===== config.mk =====
export PLATFORM = sky130hd
export DESIGN_NAME = control_unit_cba_stream_flat
export DESIGN_NICKNAME = d
export VERILOG_FILES = /design/src/rtl/control_unit_cba_stream_if.sv /design/src/rtl/control_unit_cba_stream.sv /design/src/flat_wrapper.sv
export SDC_FILE = /design/constraint.sdc
export NUM_CORES = 1
export LEC_CHECK = 0
export BUFFER_PORTS_ARGS = -buffer_cell sky130_fd_sc_hd__buf_2
export CAP_MARGIN = 40
export CORE_MARGIN = 2
export CORE_UTILIZATION = 30
export DETAILED_ROUTE_END_ITERATION = 8
export GPL_ROUTABILITY_DRIVEN = 0
export REMOVE_ABC_BUFFERS = 1
export SLEW_MARGIN = 20
export SYNTH_ARGS = -nofsm -noshare
export SYNTH_HDL_FRONTEND = slang
export SYNTH_SLANG_ARGS = --single-unit

===== constraint.sdc =====
create_clock -name clk -period 11.8 [get_ports clk]
set_clock_uncertainty 0.15 [all_clocks]
set_input_delay 2.36 -clock clk [delete_from_list [all_inputs] [get_ports clk]]
set_output_delay 2.36 -clock clk [all_outputs]
set_load 0.01 [all_outputs]

===== src/rtl/control_unit_cba_stream_if.sv =====
// rtl/control_unit_cba_stream_if.sv - gate stream, row handshake and datapath control bundle
interface control_unit_cba_stream_if #(
  parameter int NUM_QUBIT = 4
);
  logic                 valid_in;
  logic                 gate_valid;
  logic                 gate_ready;
  logic [2:0]           gate_type;
  logic [31:0]          qubit_pos;
  logic [31:0]          qubit_pos2;
  logic                 gate_last;
  logic [NUM_QUBIT-1:0] toggle_phase;
  logic                 ld_literal;
  logic                 shift_rotate_literal;
  logic                 rotate_update_literal;
  logic                 ld_c;
  logic                 ld_t;
  logic                 control_target;
  logic                 shift_toggle_phase;
  logic [NUM_QUBIT-1:0] ld_phase;
  logic [2:0]           cur_gate;
  logic                 valid_out;
  logic                 busy;
  logic                 gate_err;

  modport master (
    output valid_in, gate_valid, gate_type, qubit_pos, qubit_pos2, gate_last, toggle_phase,
    input  gate_ready, ld_literal, shift_rotate_literal, rotate_update_literal, ld_c, ld_t,
           control_target, shift_toggle_phase, ld_phase, cur_gate, valid_out, busy, gate_err
  );

  modport slave (
    input  valid_in, gate_valid, gate_type, qubit_pos, qubit_pos2, gate_last, toggle_phase,
    output gate_ready, ld_literal, shift_rotate_literal, rotate_update_literal, ld_c, ld_t,
           control_target, shift_toggle_phase, ld_phase, cur_gate, valid_out, busy, gate_err
  );
endinterface


===== src/rtl/control_unit_cba_stream.sv =====
// rtl/control_unit_cba_stream.sv - streaming Clifford-gate sequencer over a rotating literal/phase tableau
module control_unit_cba_stream #(
  parameter int NUM_QUBIT  = 4,
  parameter int GATE_DEPTH = 8,
  parameter int CW         = $clog2(2*NUM_QUBIT)
) (
  input logic                      clk,
  input logic                      rst_n,
  control_unit_cba_stream_if.slave bus
);

  localparam int AW = $clog2(GATE_DEPTH);
  localparam logic [AW:0]   DEPTH_C = (AW+1)'(GATE_DEPTH);
  localparam logic [CW-1:0] NQ_CW   = CW'(NUM_QUBIT);
  localparam logic [CW-1:0] LAST1   = CW'(NUM_QUBIT - 1);
  localparam logic [CW-1:0] LAST2   = CW'(2*NUM_QUBIT - 1);
  localparam logic [31:0]   NQ32    = 32'(NUM_QUBIT);

  typedef enum logic [2:0] {LOAD, FETCH, ROT1, ROT2, UNLOAD} state_t;

  typedef struct packed {
    logic        last;
    logic [31:0] pos2;
    logic [31:0] pos;
    logic [2:0]  gtype;
  } gate_t;

  state_t        state;
  logic [CW-1:0] cnt;
  logic [2:0]    cur_type;
  logic [CW-1:0] cur_pos;
  logic [CW-1:0] cur_pos2;
  logic          cur_last;

  gate_t         mem [GATE_DEPTH];
  logic [AW-1:0] wr_ptr;
  logic [AW-1:0] rd_ptr;
  logic [AW:0]   count;
  gate_t         head;
  logic          full;
  logic          empty;
  logic          push;
  logic          pop;
  logic          two_q;
  logic          illegal;
  logic [CW-1:0] pos_hi;
  logic [CW-1:0] pos2_hi;

  assign full  = (count == DEPTH_C);
  assign empty = (count == '0);
  assign push  = bus.gate_valid && !full;
  assign pop   = (state == FETCH) && !empty;
  assign head  = mem[rd_ptr];

  // Positions are checked at full width so out-of-range values never alias after truncation.
  assign two_q   = (head.gtype == 3'd2) || (head.gtype == 3'd3) || (head.gtype == 3'd4);
  assign illegal = (head.gtype > 3'd4) || (head.pos >= NQ32) ||
                   (two_q && ((head.pos2 >= NQ32) || (head.pos2 == head.pos)));

  always_ff @(posedge clk) begin
    if (push) begin
      mem[wr_ptr] <= '{last: bus.gate_last, pos2: bus.qubit_pos2,
                       pos: bus.qubit_pos, gtype: bus.gate_type};
    end
  end

  always_ff @(posedge clk or negedge rst_n) begin
    if (!rst_n) begin
      wr_ptr <= '0;
      rd_ptr <= '0;
      count  <= '0;
    end else begin
      if (push) wr_ptr <= wr_ptr + 1'b1;
      if (pop)  rd_ptr <= rd_ptr + 1'b1;
      case ({push, pop})
        2'b10:   count <= count + 1'b1;
        2'b01:   count <= count - 1'b1;
        default: count <= count;
      endcase
    end
  end

  always_ff @(posedge clk or negedge rst_n) begin
    if (!rst_n) begin
      state    <= LOAD;
      cnt      <= '0;
      cur_type <= '0;
      cur_pos  <= '0;
      cur_pos2 <= '0;
      cur_last <= 1'b0;
    end else begin
      case (state)
        LOAD: begin
          if (bus.valid_in) begin
            if (cnt == LAST1) begin
              cnt   <= '0;
              state <= FETCH;
            end else begin
              cnt <= cnt + 1'b1;
            end
          end
        end
        FETCH: begin
          if (!empty) begin
            cur_type <= head.gtype;
            cur_pos  <= CW'(head.pos);
            cur_pos2 <= CW'(head.pos2);
            cur_last <= head.last;
            cnt      <= '0;
            if (illegal) begin
              state <= head.last ? UNLOAD : FETCH;
            end else begin
              state <= two_q ? ROT2 : ROT1;
            end
          end
        end
        ROT1: begin
          if (cnt == LAST1) begin
            cnt   <= '0;
            state <= cur_last ? UNLOAD : FETCH;
          end else begin
            cnt <= cnt + 1'b1;
          end
        end
        ROT2: begin
          if (cnt == LAST2) begin
            cnt   <= '0;
            state <= cur_last ? UNLOAD : FETCH;
          end else begin
            cnt <= cnt + 1'b1;
          end
        end
        UNLOAD: begin
          if (cnt == LAST1) begin
            cnt   <= '0;
            state <= LOAD;
          end else begin
            cnt <= cnt + 1'b1;
          end
        end
        default: begin
          cnt   <= '0;
          state <= LOAD;
        end
      endcase
    end
  end

  // Second pass of ROT2 revisits each row one full rotation later to write back the update.
  assign pos_hi  = cur_pos + NQ_CW;
  assign pos2_hi = cur_pos2 + NQ_CW;

  always_comb begin
    bus.ld_literal            = 1'b0;
    bus.shift_rotate_literal  = 1'b0;
    bus.rotate_update_literal = 1'b0;
    bus.ld_c                  = 1'b0;
    bus.ld_t                  = 1'b0;
    bus.control_target        = 1'b0;
    bus.shift_toggle_phase    = 1'b0;
    bus.ld_phase              = '0;
    case (state)
      LOAD: begin
        bus.ld_literal = bus.valid_in;
        bus.ld_phase   = {NUM_QUBIT{bus.valid_in}};
      end
      ROT1: begin
        bus.ld_literal           = 1'b1;
        bus.shift_rotate_literal = 1'b1;
        if (cnt == cur_pos) begin
          bus.rotate_update_literal = 1'b1;
          bus.shift_toggle_phase    = 1'b1;
          bus.ld_phase              = bus.toggle_phase;
        end
      end
      ROT2: begin
        bus.ld_literal           = 1'b1;
        bus.shift_rotate_literal = 1'b1;
        if (cnt == cur_pos)  bus.ld_c = 1'b1;
        if (cnt == cur_pos2) bus.ld_t = 1'b1;
        if (cnt == pos_hi)   bus.rotate_update_literal = 1'b1;
        if (cnt == pos2_hi) begin
          bus.rotate_update_literal = 1'b1;
          bus.control_target        = 1'b1;
          bus.shift_toggle_phase    = 1'b1;
          bus.ld_phase              = bus.toggle_phase;
        end
      end
      UNLOAD: begin
        bus.ld_literal = 1'b1;
        bus.ld_phase   = '1;
      end
      default: ;
    endcase
  end

  assign bus.gate_ready = !full;
  assign bus.gate_err   = pop && illegal;
  assign bus.cur_gate   = cur_type;
  assign bus.valid_out  = (state == UNLOAD);
  assign bus.busy       = (state != LOAD);

endmodule

===== src/flat_wrapper.sv =====
// flat-port wrapper written by rule: the top's interface ports become plain ports
module control_unit_cba_stream_flat 
#(
  parameter int NUM_QUBIT  = 4,
  parameter int GATE_DEPTH = 8,
  parameter int CW         = $clog2(2*NUM_QUBIT)
)
  (clk, rst_n, bus_valid_in, bus_gate_valid, bus_gate_type, bus_qubit_pos, bus_qubit_pos2, bus_gate_last, bus_toggle_phase, bus_gate_ready, bus_ld_literal, bus_shift_rotate_literal, bus_rotate_update_literal, bus_ld_c, bus_ld_t, bus_control_target, bus_shift_toggle_phase, bus_ld_phase, bus_cur_gate, bus_valid_out, bus_busy, bus_gate_err);
  control_unit_cba_stream_if #(.NUM_QUBIT(NUM_QUBIT)) bus_i ();
  input logic clk;
  input logic rst_n;
  input wire logic [$bits(bus_i.valid_in)-1:0] bus_valid_in;
  input wire logic [$bits(bus_i.gate_valid)-1:0] bus_gate_valid;
  input wire logic [$bits(bus_i.gate_type)-1:0] bus_gate_type;
  input wire logic [$bits(bus_i.qubit_pos)-1:0] bus_qubit_pos;
  input wire logic [$bits(bus_i.qubit_pos2)-1:0] bus_qubit_pos2;
  input wire logic [$bits(bus_i.gate_last)-1:0] bus_gate_last;
  input wire logic [$bits(bus_i.toggle_phase)-1:0] bus_toggle_phase;
  output wire logic [$bits(bus_i.gate_ready)-1:0] bus_gate_ready;
  output wire logic [$bits(bus_i.ld_literal)-1:0] bus_ld_literal;
  output wire logic [$bits(bus_i.shift_rotate_literal)-1:0] bus_shift_rotate_literal;
  output wire logic [$bits(bus_i.rotate_update_literal)-1:0] bus_rotate_update_literal;
  output wire logic [$bits(bus_i.ld_c)-1:0] bus_ld_c;
  output wire logic [$bits(bus_i.ld_t)-1:0] bus_ld_t;
  output wire logic [$bits(bus_i.control_target)-1:0] bus_control_target;
  output wire logic [$bits(bus_i.shift_toggle_phase)-1:0] bus_shift_toggle_phase;
  output wire logic [$bits(bus_i.ld_phase)-1:0] bus_ld_phase;
  output wire logic [$bits(bus_i.cur_gate)-1:0] bus_cur_gate;
  output wire logic [$bits(bus_i.valid_out)-1:0] bus_valid_out;
  output wire logic [$bits(bus_i.busy)-1:0] bus_busy;
  output wire logic [$bits(bus_i.gate_err)-1:0] bus_gate_err;
  assign bus_i.valid_in = bus_valid_in;
  assign bus_i.gate_valid = bus_gate_valid;
  assign bus_i.gate_type = bus_gate_type;
  assign bus_i.qubit_pos = bus_qubit_pos;
  assign bus_i.qubit_pos2 = bus_qubit_pos2;
  assign bus_i.gate_last = bus_gate_last;
  assign bus_i.toggle_phase = bus_toggle_phase;
  assign bus_gate_ready = bus_i.gate_ready;
  assign bus_ld_literal = bus_i.ld_literal;
  assign bus_shift_rotate_literal = bus_i.shift_rotate_literal;
  assign bus_rotate_update_literal = bus_i.rotate_update_literal;
  assign bus_ld_c = bus_i.ld_c;
  assign bus_ld_t = bus_i.ld_t;
  assign bus_control_target = bus_i.control_target;
  assign bus_shift_toggle_phase = bus_i.shift_toggle_phase;
  assign bus_ld_phase = bus_i.ld_phase;
  assign bus_cur_gate = bus_i.cur_gate;
  assign bus_valid_out = bus_i.valid_out;
  assign bus_busy = bus_i.busy;
  assign bus_gate_err = bus_i.gate_err;
  control_unit_cba_stream #(.NUM_QUBIT(NUM_QUBIT), .GATE_DEPTH(GATE_DEPTH), .CW(CW)) u_core (.clk(clk), .rst_n(rst_n), .bus(bus_i));
endmodule

# Word level (Yosys, flattened, before mapping)

Memories as Yosys holds them, arrays and structs flattened.
Cells that the tools add are included.

Bits in registers: 26
Memory bits (writable): 544
Input port bits: 76
Output and inout bits: 18
Logic and storage cells: 99
Memories: 1

Add/sub/neg operators: 7
Order comparisons: 3
Eq/ne operators: 23
Mux-type cells: 34
Bitwise operators: 1
Reductions and logical operators: 21

Memories:

| name       | words | bits a word | rd ports | clocked after Yosys merged registers in | write ports | line                          | source |
|---|---|---|---|---|---|---|---|
| u_core.mem | 8     | 68          | 1        | 0                                       | 1           | control_unit_cba_stream.sv:35 | `gate_t mem [GATE_DEPTH];` |

Operator list:

| cell                | number |
|---|---|
| $ge 32x3->1 const B | 2 |
| $mux 3              | 13 |
| $eq 32x32->1        | 1 |
| $pmux 4 s4          | 1 |
| $eq 3x2->1 const B  | 5 |
| $pmux 3 s5          | 1 |
| $eq 3x3->1          | 4 |
| $mux 1              | 12 |
| $pmux 3 s4          | 1 |
| $add 3x1->3 const B | 3 |
| $eq 3x3->1 const B  | 3 |
| $mux 4              | 2 |
| $ne 2x1->1 const B  | 4 |
| $pmux 4 s2          | 1 |
| $add 3x3->3 const B | 2 |
| $pmux 1 s2          | 3 |
| $reduce_and 6->1    | 1 |
| $logic_or 1x1->1    | 5 |
| $add 4x1->4 const B | 1 |
| $eq 4x4->1 const B  | 1 |
| $logic_and 1x1->1   | 4 |
| $logic_not 4->1     | 1 |
| $ne 2x2->1 const B  | 2 |
| $reduce_and 2->1    | 2 |
| 12 further kinds    | 14 |

# Logic depth before layout (Yosys ltp)

An unclocked memory read counts as a cell.

Word-level depth: 9
Mapped depth: 13
Mapped depth without buffers: 11

# Worst setup path after synthesis

Ideal clock, no wire load.

Path type: input-to-reg
Start point: input port bus_gate_valid
End point: memory u_core.mem[0][0] in the netlist's numbering (enable)
Arrival time: 7.387 ns
Required time: 11.072 ns
Path slack: 3.685 ns
Stages: 3
Path buffers: 0
Cells stage by stage: nand2_1 -> or2_2 -> nor3_1

Cells in the longest elaborated chain, start to end: 3

RTL lines:

| element                      | line                          | source |
|---|---|---|
| start, declared              | flat_wrapper.sv:13            | `input wire logic [$bits(bus_i.gate_valid)-1:0] bus_gate_valid;` |
| $logic_and 1x1->1            | control_unit_cba_stream.sv:51 | `assign push = bus.gate_valid && !full;` |
| $mux 1                       | control_unit_cba_stream.sv:61 | `if (push) begin` |
| $mux 1 (implied by the code) | control_unit_cba_stream.sv:62 | `mem[wr_ptr] <= '{last: bus.gate_last, pos2: bus.qubit_pos2,` |
| end, declared                | control_unit_cba_stream.sv:35 |  |

Every way passes these cells.

# Worst setup path in the final report

Start point: register u_core.rd_ptr[1]
End point: output port bus_gate_err

Cells in the longest elaborated chain, start to end: 7

RTL lines:

| element                                             | line                           | source |
|---|---|---|
| start, declared                                     | control_unit_cba_stream.sv:37  | `logic [AW-1:0] rd_ptr;` |
| start signal, assigned                              | control_unit_cba_stream.sv:74  | `if (pop) rd_ptr <= rd_ptr + 1'b1;` |
| $mem_v2 8x68 (*)                                    | n/a                            |  |
| branches (longest 4 deep; another with $ge 32x3->1) | n/a                            |  |
| $logic_or 1x1->1 (*)                                | control_unit_cba_stream.sv:57  | `assign illegal = (head.gtype > 3'd4) \|\| (head.pos >= NQ32) \|\|` |
| $logic_and 1x1->1 (*)                               | control_unit_cba_stream.sv:198 | `assign bus.gate_err = pop && illegal;` |
| end, declared                                       | flat_wrapper.sv:31             | `output wire logic [$bits(bus_i.gate_err)-1:0] bus_gate_err;` |

Mark *: on every way between the ends.

==> out/results.ini <==
[worst_setup_path]
crit_slowest_cell = dfrtp_2
worst_setup_path_end_kind = primary output
cp.required_ns = 9.29
worst-setup-path-type = reg -> out
start_kind = register
crit_fanout = 39
path_buf_inv = 3
crit_chain = buf_4, nor2b_4, buf_4, a221oi_1, xor2_1, or4_1, or4_1, o21a_1, o22ai_1, buf_2
cpLargestDelayFamily = buffers and inverters
arrival_ns = 5.08
cpPeakStageDelay_ns = 0.77

[global_routing]
overflow = 0
grt_first_pass_wirelength_um = 84700
grt_max_degree = 74
grt_pass1_vias = 12900
antenna_found_initial = 22
grtUsageTotal = 0.140

[layout]
regArea_um2 = 17000
layout_commonest_cell = edfxtp_1
fin_util = 0.349
layout-drive-gt1-share = 0.177
area_growth_pct = 15.3
fillCellCount = 7379
nets = 1598
most-common-layout-cells = edfxtp_1 (544), mux2i_1 (127), buf_2 (93)
multi_input_area_um2 = 6070

[timing]
hold_viol_final = 0
hold-worst-slack_ns = 0.346
period_share = 0.643
fmax_mhz = 132
max_slew_margin = 0.444
tightest_slew_ns = 0.833
rsz0062_at_grt = no
fin_crit_ns = 7.59
fin_setup_tns_ns = 0
drv_slew = 0
setup_viol = 0

[pwr]
switching_share = 0.333
seq_power_share = 0.427
combPwrFrac = 0.303
vdd_ir_drop_max_mv = 0.130
power.switching_mw = 2.13
p_leak_nw = 9.04
intPower_mw = 4.26
power_frac_clock = 0.270
p_per_area_nw_per_um2 = 236

[yosys]
syn-instance-count = 1384
yosysSeqAreaShare = 0.724
synth_compound_area_frac = 0.0546
synth-xor-area-share = 0.0497
synth_top_family_by_area = multiplexers
synth_edf_count = 544
syn_area_um2 = 23500
ys_types = 61
synthAdderAreaFrac = 0.00565
synth-simple-area-share = 0.0498
muxShareOfSynthArea = 0.0962
avgSynthCellArea_um2 = 16.9
synth_ff_type = edfxtp_1
synthArstFlopShare = 0.0456
ys_warn_count = 0
ys_seq_elements = 570

[cts]
insertion_delay_ns = 0.61
postCtsSetupBuffers = 0
clock_sinks = 570
cts_resized = 0
cts.reportedPaths.clkPinSlew_ns = 0.06
clock_path_buffers = 3
numCtsBuffers = 57
cts_root_buffer = clkbuf_16
postCtsHoldBufs = 0
cts-htree-levels = 2
cts_tree = done

[floorplan]
die-height_um = 284
rows = 102
fp.dieW_um = 284
fp.dieArea_um2 = 80400
initial_core_util = 0.303
core_um2 = 77500
ioPinCount = 94

[route]
drtPass1Iterations = 5
drc = 0
avgViaCountPerCell = 4.84
ant_nets = 0
drt-initial-drc-count = 1119
vias = 12600
detail_route.wl_per_cell_um = 22.0
wirelength_um = 57100

[flow_run]
maxCapViolCount = 0

[run_status]
outcome = finished, final reports clean

[placed_design]
dp_hpwl_um = 37600
portBuffers = 93

[min_path]
min_path_type = reg -> reg

registers in the layout, indices dropped and copies added (netlist names), 3 cells and up:
name and count:
u_core.state 3, u_core.cur_pos2 3, u_core.rd_ptr 3, u_core.count 4, u_core.mem 544, u_core.wr_ptr 3
u_core.cnt 3, u_core.cur_pos 3, u_core.bus.cur_gate 3
stage by stage:
stage,setup WS (ns),power (mW),instances,area (um2)
2_1_floorplan,0.678,4.18,1328,23000
3_3_place_gp,4.69,4.66,2482,25000
3_5_place_dp,4.85,4.71,2492,25300
4_1_cts,4.17,6.44,2595,27000
5_1_grt,3.99,6.70,2597,27000
6_report,4.21,6.39,2599,27000
cells by family after synthesis:
family	Yosys count
buffers and inverters	67
multiplexers	180
AO/OA/AOI/OAI	188
adder cells (fa/ha/maj)	10
XOR/XNOR	133
flip-flops	570
AND/OR/NAND/NOR	236
layer usage:
layer | wire (um) | track usage | up-vias
met3 | 3540 | 0.0359 | 122
met1 | 24600 | 0.183 | 6372
met4 | 1440 | 0.0381 | 28
met2 | 27400 | 0.232 | 323
li1 | - | - | 5726
met5 | 185 | 0 | -
synth_stat cells (15+ instances only):
master	number	area share
a21oi_1	23	0.0049
a22oi_1	57	0.018
buf_2	18	0.0038
buf_6	15	0.0072
dfrtp_1	26	0.028
edfxtp_1	544	0.70
mux2_2	18	0.0086
mux2i_1	127	0.054
mux4_2	33	0.032
nand2_1	58	0.0093
nand3_1	26	0.0055
nor2_1	44	0.0070
nor3_1	26	0.0055
nor4_1	40	0.011
o21ai_0	44	0.0094
o22ai_1	15	0.0040
xnor2_1	52	0.019
xor2_1	81	0.030
worst min-delay path, stage by stage (launching register included):
cell and delay (ns):
dfrtp_1 0.35, nand2_1 0.06, nand2_1 0.06
power groups by stage:
stage / clock, mW / sequential [mW] / combinational, mW
2_1_floorplan: 0 / 2.89 / 1.29
4_1_cts: 1.76 / 2.77 / 1.91
3_3_place_gp: 0 / 2.80 / 1.86
6_report: 1.72 / 2.73 / 1.94
5_1_grt: 1.84 / 2.76 / 2.10
3_5_place_dp: 0 / 2.81 / 1.90
layout make-up:
cell class | instances | area share
Inverter | 11 | 0.00153
Clock inverter | 35 | 0.0104
Timing Repair Buffer | 125 | 0.0322
Multi-Input combinational cell | 747 | 0.225
Sequential cell | 570 | 0.628
Antenna cell | 3 | 0.000278
Clock buffer | 68 | 0.0546
Tap cell | 1040 | 0.0481
worst paths after layout:
| check | from | to | slack, ns | cells after the start |
|---|---|---|---|---|
| worst min-delay path | u_core.bus.cur_gate[1] | u_core.bus.cur_gate[1] | 0.35 | 2 |
| worst min register to register | u_core.bus.cur_gate[1] | u_core.bus.cur_gate[1] | 0.35 | 2 |
| worst max register to register | u_core.rd_ptr[1] | u_core.state[0] | 7.22 | 10 |
| min in group asynchronous | rst_n | u_core.count[1] | 1.63 | 1 |
| worst max-delay path | u_core.rd_ptr[1] | bus_gate_err | 4.21 | 10 |
| max in group asynchronous | rst_n | u_core.rd_ptr[2] | 9.40 | 1 |
No activity file was read; power rests on OpenSTA's default activity.
